`config.mk`:
```
export PLATFORM = sky130hd
export DESIGN_NAME = gcd_result_buffer
export DESIGN_NICKNAME = d
export VERILOG_FILES = /design/src/rtl/gcd_result_buffer.sv
export SDC_FILE = /design/constraint.sdc
export NUM_CORES = 1
export LEC_CHECK = 0
export CAP_MARGIN = 40
export CORE_MARGIN = 4
export CORE_UTILIZATION = 40
export DETAILED_ROUTE_END_ITERATION = 10
export PLACE_DENSITY_LB_ADDON = 0.05
export REMOVE_ABC_BUFFERS = 1
export SLEW_MARGIN = 20
export SYNTH_ARGS = -nofsm -noshare
export SYNTH_HDL_FRONTEND = slang
export SYNTH_SLANG_ARGS = --single-unit
export TNS_END_PERCENT = 20
```
`constraint.sdc`:
```
create_clock -name clk -period 3.5 [get_ports clk]
set_input_delay 0.7 -clock clk [delete_from_list [all_inputs] [get_ports clk]]
set_output_delay 0.7 -clock clk [all_outputs]
set_load 0.005 [all_outputs]
```
`src/rtl/gcd_result_buffer.sv`:
```
// Result buffer behind the GCD core: acks each result, queues it in a
// small FIFO and replays it on a valid/ready stream to the next stage.
module gcd_result_buffer #(
    parameter int W     = 8,
    parameter int DEPTH = 4,
    parameter int CNT_W = 16
) (
    input  logic                     clk,
    input  logic                     reset,
    input  logic                     gcd_valid,
    input  logic [W-1:0]             gcd_out,
    output logic                     ack_rcvd,
    output logic                     res_valid,
    output logic [W-1:0]             res_data,
    input  logic                     res_ready,
    output logic [$clog2(DEPTH):0]   count,
    output logic                     full,
    output logic [CNT_W-1:0]         total_results
);

    localparam int AW = $clog2(DEPTH);
    localparam int CW = AW + 1;

    typedef enum logic {
        IDLE = 1'b0,
        ACK  = 1'b1
    } state_t;

    state_t          state;
    state_t          state_nxt;
    logic [W-1:0]    mem [DEPTH];
    logic [AW-1:0]   wr_ptr;
    logic [AW-1:0]   rd_ptr;
    logic            push;
    logic            pop;

    // Capture FSM state register
    always_ff @(posedge clk or posedge reset) begin
        if (reset) state <= IDLE;
        else       state <= state_nxt;
    end

    // Capture only from IDLE with room; ACK always lasts one cycle
    always_comb begin
        state_nxt = state;
        unique case (state)
            IDLE: if (gcd_valid && !full) state_nxt = ACK;
            ACK:  state_nxt = IDLE;
        endcase
    end

    // FSM outputs: ack is a decode of the state register, push is the capture
    always_comb begin
        ack_rcvd = (state == ACK);
        push     = (state == IDLE) && gcd_valid && !full;
    end

    assign res_valid = (count != '0);
    assign full      = (count == CW'(DEPTH));
    assign pop       = res_valid && res_ready;
    assign res_data  = res_valid ? mem[rd_ptr] : '0;

    // FIFO storage and pointers; occupancy is tracked by count, not pointers
    always_ff @(posedge clk or posedge reset) begin
        if (reset) begin
            for (int i = 0; i < DEPTH; i++) mem[i] <= '0;
            wr_ptr <= '0;
            rd_ptr <= '0;
            count  <= '0;
        end else begin
            if (push) begin
                mem[wr_ptr] <= gcd_out;
                wr_ptr      <= wr_ptr + AW'(1);
            end
            if (pop) rd_ptr <= rd_ptr + AW'(1);
            unique case ({push, pop})
                2'b10:   count <= count + CW'(1);
                2'b01:   count <= count - CW'(1);
                default: count <= count;
            endcase
        end
    end

    // Running tally of captured results, sticking at all-ones
    always_ff @(posedge clk or posedge reset) begin
        if (reset) begin
            total_results <= '0;
        end else if (push && (total_results != '1)) begin
            total_results <= total_results + CNT_W'(1);
        end
    end

endmodule

```
### Yosys cells after proc, flatten, opt, wreduce, memory -nomap -nowiden

Cells that the tools add are included.

* bits in read-only memories: 0
* word-level logic and storage cells: 43
* register bits after elaboration: 56
* output and inout port bits: 30
* memories: 0
* memory bits (writable): 0
* bits in latches: 0

* reduce and logical (&&, ||, !) cells: 9
* divide/modulo/power cells: 0
* shifts and indexed selects: 0
* multiplexer cells: 10
* bitwise logic cells: 3
* multiply operators: 0
* add/sub/neg operators: 5
* magnitude comparators: 3
* eq/ne operators: 4

Operators by type and width (number)
* bitwise mux 32 bit: 1
* 2-to-1 mux 8 bit: 4
* adder 16 x 1 -> 16 bit, second input constant: 1
* binary-select mux 8 bit (select 2 bit): 1
* demux 8 bit (select 2 bit): 1
* inequality test 16 bit, second input constant: 1
* >= comparator 3 bit, second input constant: 2
* logical AND 1 bit: 6
* NOT 2 -> 3 bit: 2
* one-hot mux 3 bit (2 select lines): 1
* adder 2 x 1 -> 2 bit, second input constant: 2
* adder 3 x 1 -> 3 bit, second input constant: 1
* == test 3 bit, second input constant: 1
* < comparator 3 x 1 -> 1 bit, second input constant: 1
* nonzero test 3 bit: 1
* subtractor 3 x 1 -> 3 bit, second input constant: 1
* == test 2 x 1 -> 1 bit, second input constant: 1
* == test 2 bit, second input constant: 1
* one-hot mux 1 bit (2 select lines): 1
* nonzero test 2 bit: 1
* logical NOT 1 bit: 1
* 2-to-1 mux 1 bit: 1
* NOT 1 bit: 1

### Longest topological paths before layout

Gate-level depths: netlist of run 1.

* depth in word-level cells: 6
* gate-level depth with buffers: 9
* gate-level depth less buffers: 9

### Worst setup path before layout of run 1

Ideal clock, no wire load.

* path kind: reg2reg
* start: register count[0]
* end: register count[2]
* path slack: 1.496 ns
* data arrival time: 1.879 ns
* cell stages (with the launch flop): 10
* setup time: 0.125 ns
* path buffers: 1
* cell sequence: dfrtp_1 or3_1 clkbuf_1 and2_1 ha_1 inv_1 fa_1 xor2_1 nor2_1 xor2_1

* elaborated cells between the ends (all ways): 11

RTL lines
* start, declared: RTL line 16 `output logic [$clog2(DEPTH):0] count,`
* start signal, assigned: RTL line 77 `2'b10: count <= count + CW'(1);`
* start signal, assigned: RTL line 78 `2'b01: count <= count - CW'(1);`
* start signal, assigned: RTL line 79 `default: count <= count;`
* nonzero test 3 bit *: RTL line 58 `assign res_valid = (count != '0);`
* named net res_valid: RTL line 13 `output logic res_valid,`
* logical AND 1 bit *: RTL line 60 `assign pop = res_valid && res_ready;`
* named net pop: RTL line 35 `logic pop;`
* == test 2 x 1 -> 1 bit or == test 2 bit (tied branches): RTL line 76 `unique case ({push, pop})`
* one-hot mux 3 bit (2 select lines) or nonzero test 2 bit (tied branches)

The timed path passes the listed nets; every way through them passes the cells marked *.
A chain may end at the register's enable or synchronous reset.

### Worst setup path after layout of run 1

* start: register rd_ptr[0]
* end: output port res_data[7]

* cells in the longest elaborated chain, start to end: 5

Ends and longest elaborated chain
* start, declared: RTL line 33 `logic [AW-1:0] rd_ptr;`
* start signal, assigned: RTL line 75 `if (pop) rd_ptr <= rd_ptr + AW'(1);`
* NOT 2 -> 3 bit (implied by the code): RTL line 61 `assign res_data = res_valid ? mem[rd_ptr] : '0;`
* binary-select mux 8 bit (select 2 bit): RTL line 61
* 2-to-1 mux 8 bit (implied by the code) (2 in series): RTL line 61
* 2-to-1 mux 8 bit: RTL line 61
* end, declared: RTL line 14 `output logic [W-1:0] res_data,`

No other way between the ends. The select of a mux whose other input is x is not followed.

==> results.sh, run 1 <==
export IMPL_synthToLayoutAreaGrowth_pct=23.3
export IMPL_setup_viol=0
export IMPL_internal_power_mw=1.97
export IMPL_vias_per_cell=5.28
export IMPL_cp_required_ps=2800
export IMPL_synth_top_cell_area_share=0.524
export IMPL_antennaDiodeCount=0
export IMPL_boundaryPins=42
export IMPL_drt_wl_total_um=5300
export IMPL_die_area_mm2=0.00805
export IMPL_fin_crit_ps=2910
export IMPL_dp_cells=312
export IMPL_crit_fanout=10
export IMPL_cts_resized=0
export IMPL_post_route_period_util=0.831
export IMPL_grt_total_usage=0.139
export IMPL_synth_top_cell_by_area="dfrtp_1"
export IMPL_gr_total_overflow=0
export IMPL_tightest_slew_ps=827
export IMPL_grt_first_pass_wirelength_um=9230
export IMPL_timing_hold_ws_ps=503
export IMPL_max_freq_mhz=344
export IMPL_num_rows=29
export IMPL_rsz0062_at_grt="false"
export IMPL_drt_iter0_markers=40
export IMPL_yosysWarnings=0
export IMPL_ctsHoldBuffers=0
export IMPL_syn_area_mm2=0.00267
export IMPL_design_area_mm2=0.00329
export IMPL_power_frac_clock=0.174
export IMPL_total_power_mw=2.78
export IMPL_fp_dieW_um=89.7
export IMPL_clkTransAtPathRegs_ps=100
export IMPL_grt_pass1_vias=1883
export IMPL_p_per_area_mw_per_mm2=844
export IMPL_placed_cell_area_mm2=0.00317
export IMPL_slowest_stage="dfrtp_1"
export IMPL_hp_class="register to register"
export IMPL_drive_gt1_frac=0.252
export IMPL_fillerInstances=551
export IMPL_slew_violations=0
export IMPL_syn_avg_cell_area_um2=13.6
export IMPL_synth_seq_cells=56
export IMPL_hold_viol=0
export IMPL_initial_utilization=0.416
export IMPL_routedWlPerCell_um=16.6
export IMPL_antenna_left=0
export IMPL_max_slew_margin=0.444
export IMPL_dp_slack_ps=864
export IMPL_p_leak_nw=1.40
export IMPL_final_cell_mix="56 x dfrtp_1, 41 x clkdlybuf4s50_1, 35 x mux2_2"
export IMPL_cts_root_buf="clkbuf_8"
export IMPL_switching_share=0.291
export IMPL_startpoint_type="register"
export IMPL_gp_congestion=0.778
export IMPL_htree_levels=2
export IMPL_cts_tree="done"
export IMPL_crit_arrival_ps=2210
export IMPL_cts_buffers=5
export IMPL_grt_max_degree=33
export IMPL_vias=1685
export IMPL_synth_cell_type_count=36
export IMPL_antenna_found_initial=0
export IMPL_netlist_instances=197
export IMPL_setup_ws_ps=593
export IMPL_core_area_mm2=0.00642
export IMPL_crit_path_cell_trace="mux4_2 -> and2_1 -> clkdlybuf4s50_1"
export IMPL_finish_utilization=0.513
export IMPL_layout_commonest_cell="dfrtp_1"
export IMPL_first_pass_iters=4
export IMPL_nets=261
export IMPL_power_frac_seq=0.414
export IMPL_ys_seq_area_frac=0.524
export IMPL_ctsLongestPathBuffers=2
export IMPL_cts_setup_buffers=0
export IMPL_status="finished, final reports clean"
export IMPL_io_buffers=41
export IMPL_cts_num_sinks=56
export IMPL_fin_skew_ps=9.98
export IMPL_tns_ps=0
export IMPL_dp_hpwl_um=3870
export IMPL_critical_path_class="register to output port"
export IMPL_switching_power_mw=0.808
export IMPL_synth_area_leaders="dfrtp_1 52%, mux2_2 15%, mux4_2 6.7%"
export IMPL_die_h_um=89.7
export IMPL_peakVddDrop_v=0.000319
export IMPL_final_cell_count_no_fill=319
export IMPL_cp_slowest_stage_delay_ps=730
export IMPL_pwr_share_comb=0.412
export IMPL_clock_latency_ps=300
export IMPL_end_kind="output port"
export IMPL_drcViolationCount=0
export IMPL_maxCapViolCount=0
[layout make-up]
class,instances,area [um2],area share
clock buffer,5,68.8,0.0209
timing repair buffer,43,425,0.129
multi-input combinational,127,1210,0.367
tap,77,96.3,0.0292
clock inverter,2,60.1,0.0182
inverter,9,33.8,0.0103
sequential,56,1400,0.425
[cells in the mapped netlist]
cell type / number
nand3_1: 6
o21ai_0: 3
and2_4: 1
dfrtp_1: 56
nor2_1: 3
nor4_1: 2
nand2b_1: 2
mux2_1: 1
nor3b_2: 1
inv_1: 9
buf_2: 2
nand4_2: 1
mux2_4: 1
nand4_4: 1
ha_1: 6
nand4_1: 6
o31ai_1: 1
buf_6: 1
and2_1: 9
mux4_2: 8
nor3_1: 2
xor2_1: 4
clkbuf_1: 2
and3_2: 2
xnor2_1: 11
o2111ai_1: 1
and3_1: 3
mux2i_1: 1
nand3b_1: 1
fa_1: 1
a21oi_1: 3
mux2_2: 35
nand2_1: 8
or3_1: 1
o2111a_1: 1
or4_4: 1
[power by group through the flow]
stage,Combinational (mW),Clock (mW),Sequential [mW]
2_1_floorplan,0.704,0,1.10
3_3_place_gp,1.13,0,1.15
3_5_place_dp,1.17,0,1.17
4_1_cts,1.17,0.498,1.16
5_1_grt,1.26,0.521,1.20
6_report,1.15,0.484,1.15
[worst paths after layout]
path                                  startpoint           endpoint  slack, ps  depth (start not counted)
worst max-delay path                   rd_ptr[0]        res_data[7]        590                          3
worst min-delay path                      mem[7]             mem[7]        500                          1
worst max register to register  total_results[0]  total_results[14]       1300                          5
worst min register to register            mem[7]             mem[7]        500                          1
max in group asynchronous                  reset             mem[2]       1940                          3
min in group asynchronous                  reset  total_results[13]        760                          2
[layer usage]
layer | up-vias | share of wire | GRT usage
li1 | 793 | - | -
met1 | 851 | 0.46 | 0.183
met2 | 36 | 0.49 | 0.230
met3 | 5 | 0.034 | 0.0292
met4 | 0 | 0.011 | 0.0447
met5 | - | 0 | 0
[flip-flops by register name (all words and copies together) (netlist names)]
register	cells
mem	32
total_results	16
count	3
rd_ptr	2
wr_ptr	2
ack_rcvd	1
[worst max-delay path: cells and delay by family (launching register included)]
kind	cells	cell delay, ps
DFF	1	730
muxes	1	570
and+or+nand+nor	1	170
buffers and inverters	1	440
[cells by family (layout without fill, tap and decap cells)]
| family | Yosys count | in the layout | synth area share |
|---|---|---|---|
| XOR/XNOR | 15 | 15 | 0.0492 |
| AND/OR/NAND/NOR | 50 | 50 | 0.118 |
| buffers and inverters | 14 | 59 | 0.0234 |
| adder cells (fa/ha/maj) | 7 | 7 | 0.0356 |
| flip-flops | 56 | 56 | 0.524 |
| AO/OA/AOI/OAI | 9 | 9 | 0.0215 |
| multiplexers | 46 | 46 | 0.228 |
(Power assumes the default switching activity.)
==> inputs of run 2 (changes only) <==
clock period = 2.9 ns   (was 3.5 ns; I/O delays follow)
==> results.sh, run 2 (same netlist as run 1, synthesis figures left out) <==
export IMPL_startpoint_type="register"
export IMPL_p_per_area_mw_per_mm2=1000
export IMPL_reg2reg_depth=9
export IMPL_initial_utilization=0.416
export IMPL_cp_required_ps=2320
export IMPL_tns_ps=0
export IMPL_grt_pass1_vias=1895
export IMPL_drt_iter0_markers=29
export IMPL_placed_cell_area_mm2=0.00319
export IMPL_finish_utilization=0.514
export IMPL_cts_tree="done"
export IMPL_design_area_mm2=0.00330
export IMPL_num_rows=29
export IMPL_drive_gt1_frac=0.264
export IMPL_drt_wl_total_um=5520
export IMPL_hold_viol=0
export IMPL_grt_first_pass_wirelength_um=9400
export IMPL_status="finished, final reports clean"
export IMPL_ctsHoldBuffers=0
export IMPL_gp_congestion=0.779
export IMPL_antennaDiodeCount=0
export IMPL_post_route_period_util=0.898
export IMPL_maxCapViolCount=0
export IMPL_largest_reg_flops=32
export IMPL_timing_rr_end="count[2]"
export IMPL_drcViolationCount=0
export IMPL_die_area_mm2=0.00805
export IMPL_fin_crit_ps=2610
export IMPL_io_buffers=41
export IMPL_critical_path_class="register to output port"
export IMPL_htree_levels=2
export IMPL_setup_viol=0
export IMPL_p_leak_nw=1.41
export IMPL_tightest_slew_ps=691
export IMPL_rrSetupSlack_ps=680
export IMPL_antenna_found_initial=0
export IMPL_max_freq_mhz=384
export IMPL_antenna_left=0
export IMPL_hp_class="register to register"
export IMPL_routedWlPerCell_um=17.1
export IMPL_final_cell_mix="55 x dfrtp_1, 41 x clkdlybuf4s50_1, 35 x mux2_2"
export IMPL_clkTransAtPathRegs_ps=100
export IMPL_die_h_um=89.7
export IMPL_gr_total_overflow=0
export IMPL_peakVddDrop_v=0.000405
export IMPL_grt_max_degree=22
export IMPL_startpoint="rd_ptr[0]"
export IMPL_layout_commonest_cell="dfrtp_1"
export IMPL_total_power_mw=3.31
export IMPL_fp_dieW_um=89.7
export IMPL_vias_per_cell=5.31
export IMPL_ctsLongestPathBuffers=2
export IMPL_dp_cells=315
export IMPL_slew_violations=0
export IMPL_cts_buffers=5
export IMPL_synthToLayoutAreaGrowth_pct=23.5
export IMPL_fin_skew_ps=4.90
export IMPL_nets=264
export IMPL_rsz0062_at_grt="false"
export IMPL_max_slew_margin=0.535
export IMPL_crit_fanout=9
export IMPL_first_pass_iters=4
export IMPL_core_area_mm2=0.00642
export IMPL_end_kind="output port"
export IMPL_boundaryPins=42
export IMPL_setup_worst_path_end="res_data[0]"
export IMPL_cts_num_sinks=56
export IMPL_final_cell_count_no_fill=323
export IMPL_largest_register="mem"
export IMPL_vias=1716
export IMPL_crit_arrival_ps=2030
export IMPL_grt_total_usage=0.143
export IMPL_clock_latency_ps=300
export IMPL_reg2reg_from="count[0]"
export IMPL_cts_root_buf="clkbuf_8"
export IMPL_dp_hpwl_um=3990
export IMPL_reg_largest_list="mem x32, total_results x16, count x3"
run 2: how the worst min path moves through the flow:
stage,startpoint,endpoint,cells after the start
2_1_floorplan,mem[7],mem[7],1
3_3_place_gp,mem[7],mem[7],1
3_5_place_dp,mem[9],mem[9],1
4_1_cts,mem[9],mem[9],1
5_1_grt,mem[9],mem[9],1
6_report,mem[9],mem[9],1
run 2: worst max-delay path, cell delays in order (launching register included):
cell and delay, ps:
dfrtp_2 570, mux4_2 540, and2_1 170, clkdlybuf4s50_1 440
run 2: area by class of cell:
| cell class | instances | area [um2] |
|---|---|---|
| Fill cell | 545 | 3120 |
| Multi-Input combinational cell | 127 | 1210 |
| Inverter | 9 | 33.8 |
| Tap cell | 77 | 96.3 |
| Sequential cell | 56 | 1400 |
| Clock buffer | 6 | 72.6 |
| Timing Repair Buffer | 46 | 448 |
| Clock inverter | 2 | 38.8 |
run 2: metal layers:
metal  vias to the layer above  track usage  part of all wire
met4                         0       0.0370            0.0054
met2                        37        0.239              0.50
li1                        803            -                 -
met1                       872        0.191              0.46
met3                         4       0.0301             0.032
met5                         -            0                 0
run 2: repair_timing:
action,CTS,global route
endpoints found under the setup margin,0,7
setup buffers,0,0
gates resized for setup,0,1
run 2: stage by stage:
step / setup slack, ps / hold slack [ps]
floorplan: 734 / 459
global placement: 426 / 472
detailed placement: 401 / 487
CTS: 50.7 / 511
global route: 191 / 517
finish: 295 / 507
run 2: power breakdown:
part	switching, mW	leakage (nW)	internal [mW]	total [mW]
clock	0.251	0.0558	0.261	0.512
combinational	0.462	0.664	0.939	1.40
sequential	0.285	0.690	1.11	1.39
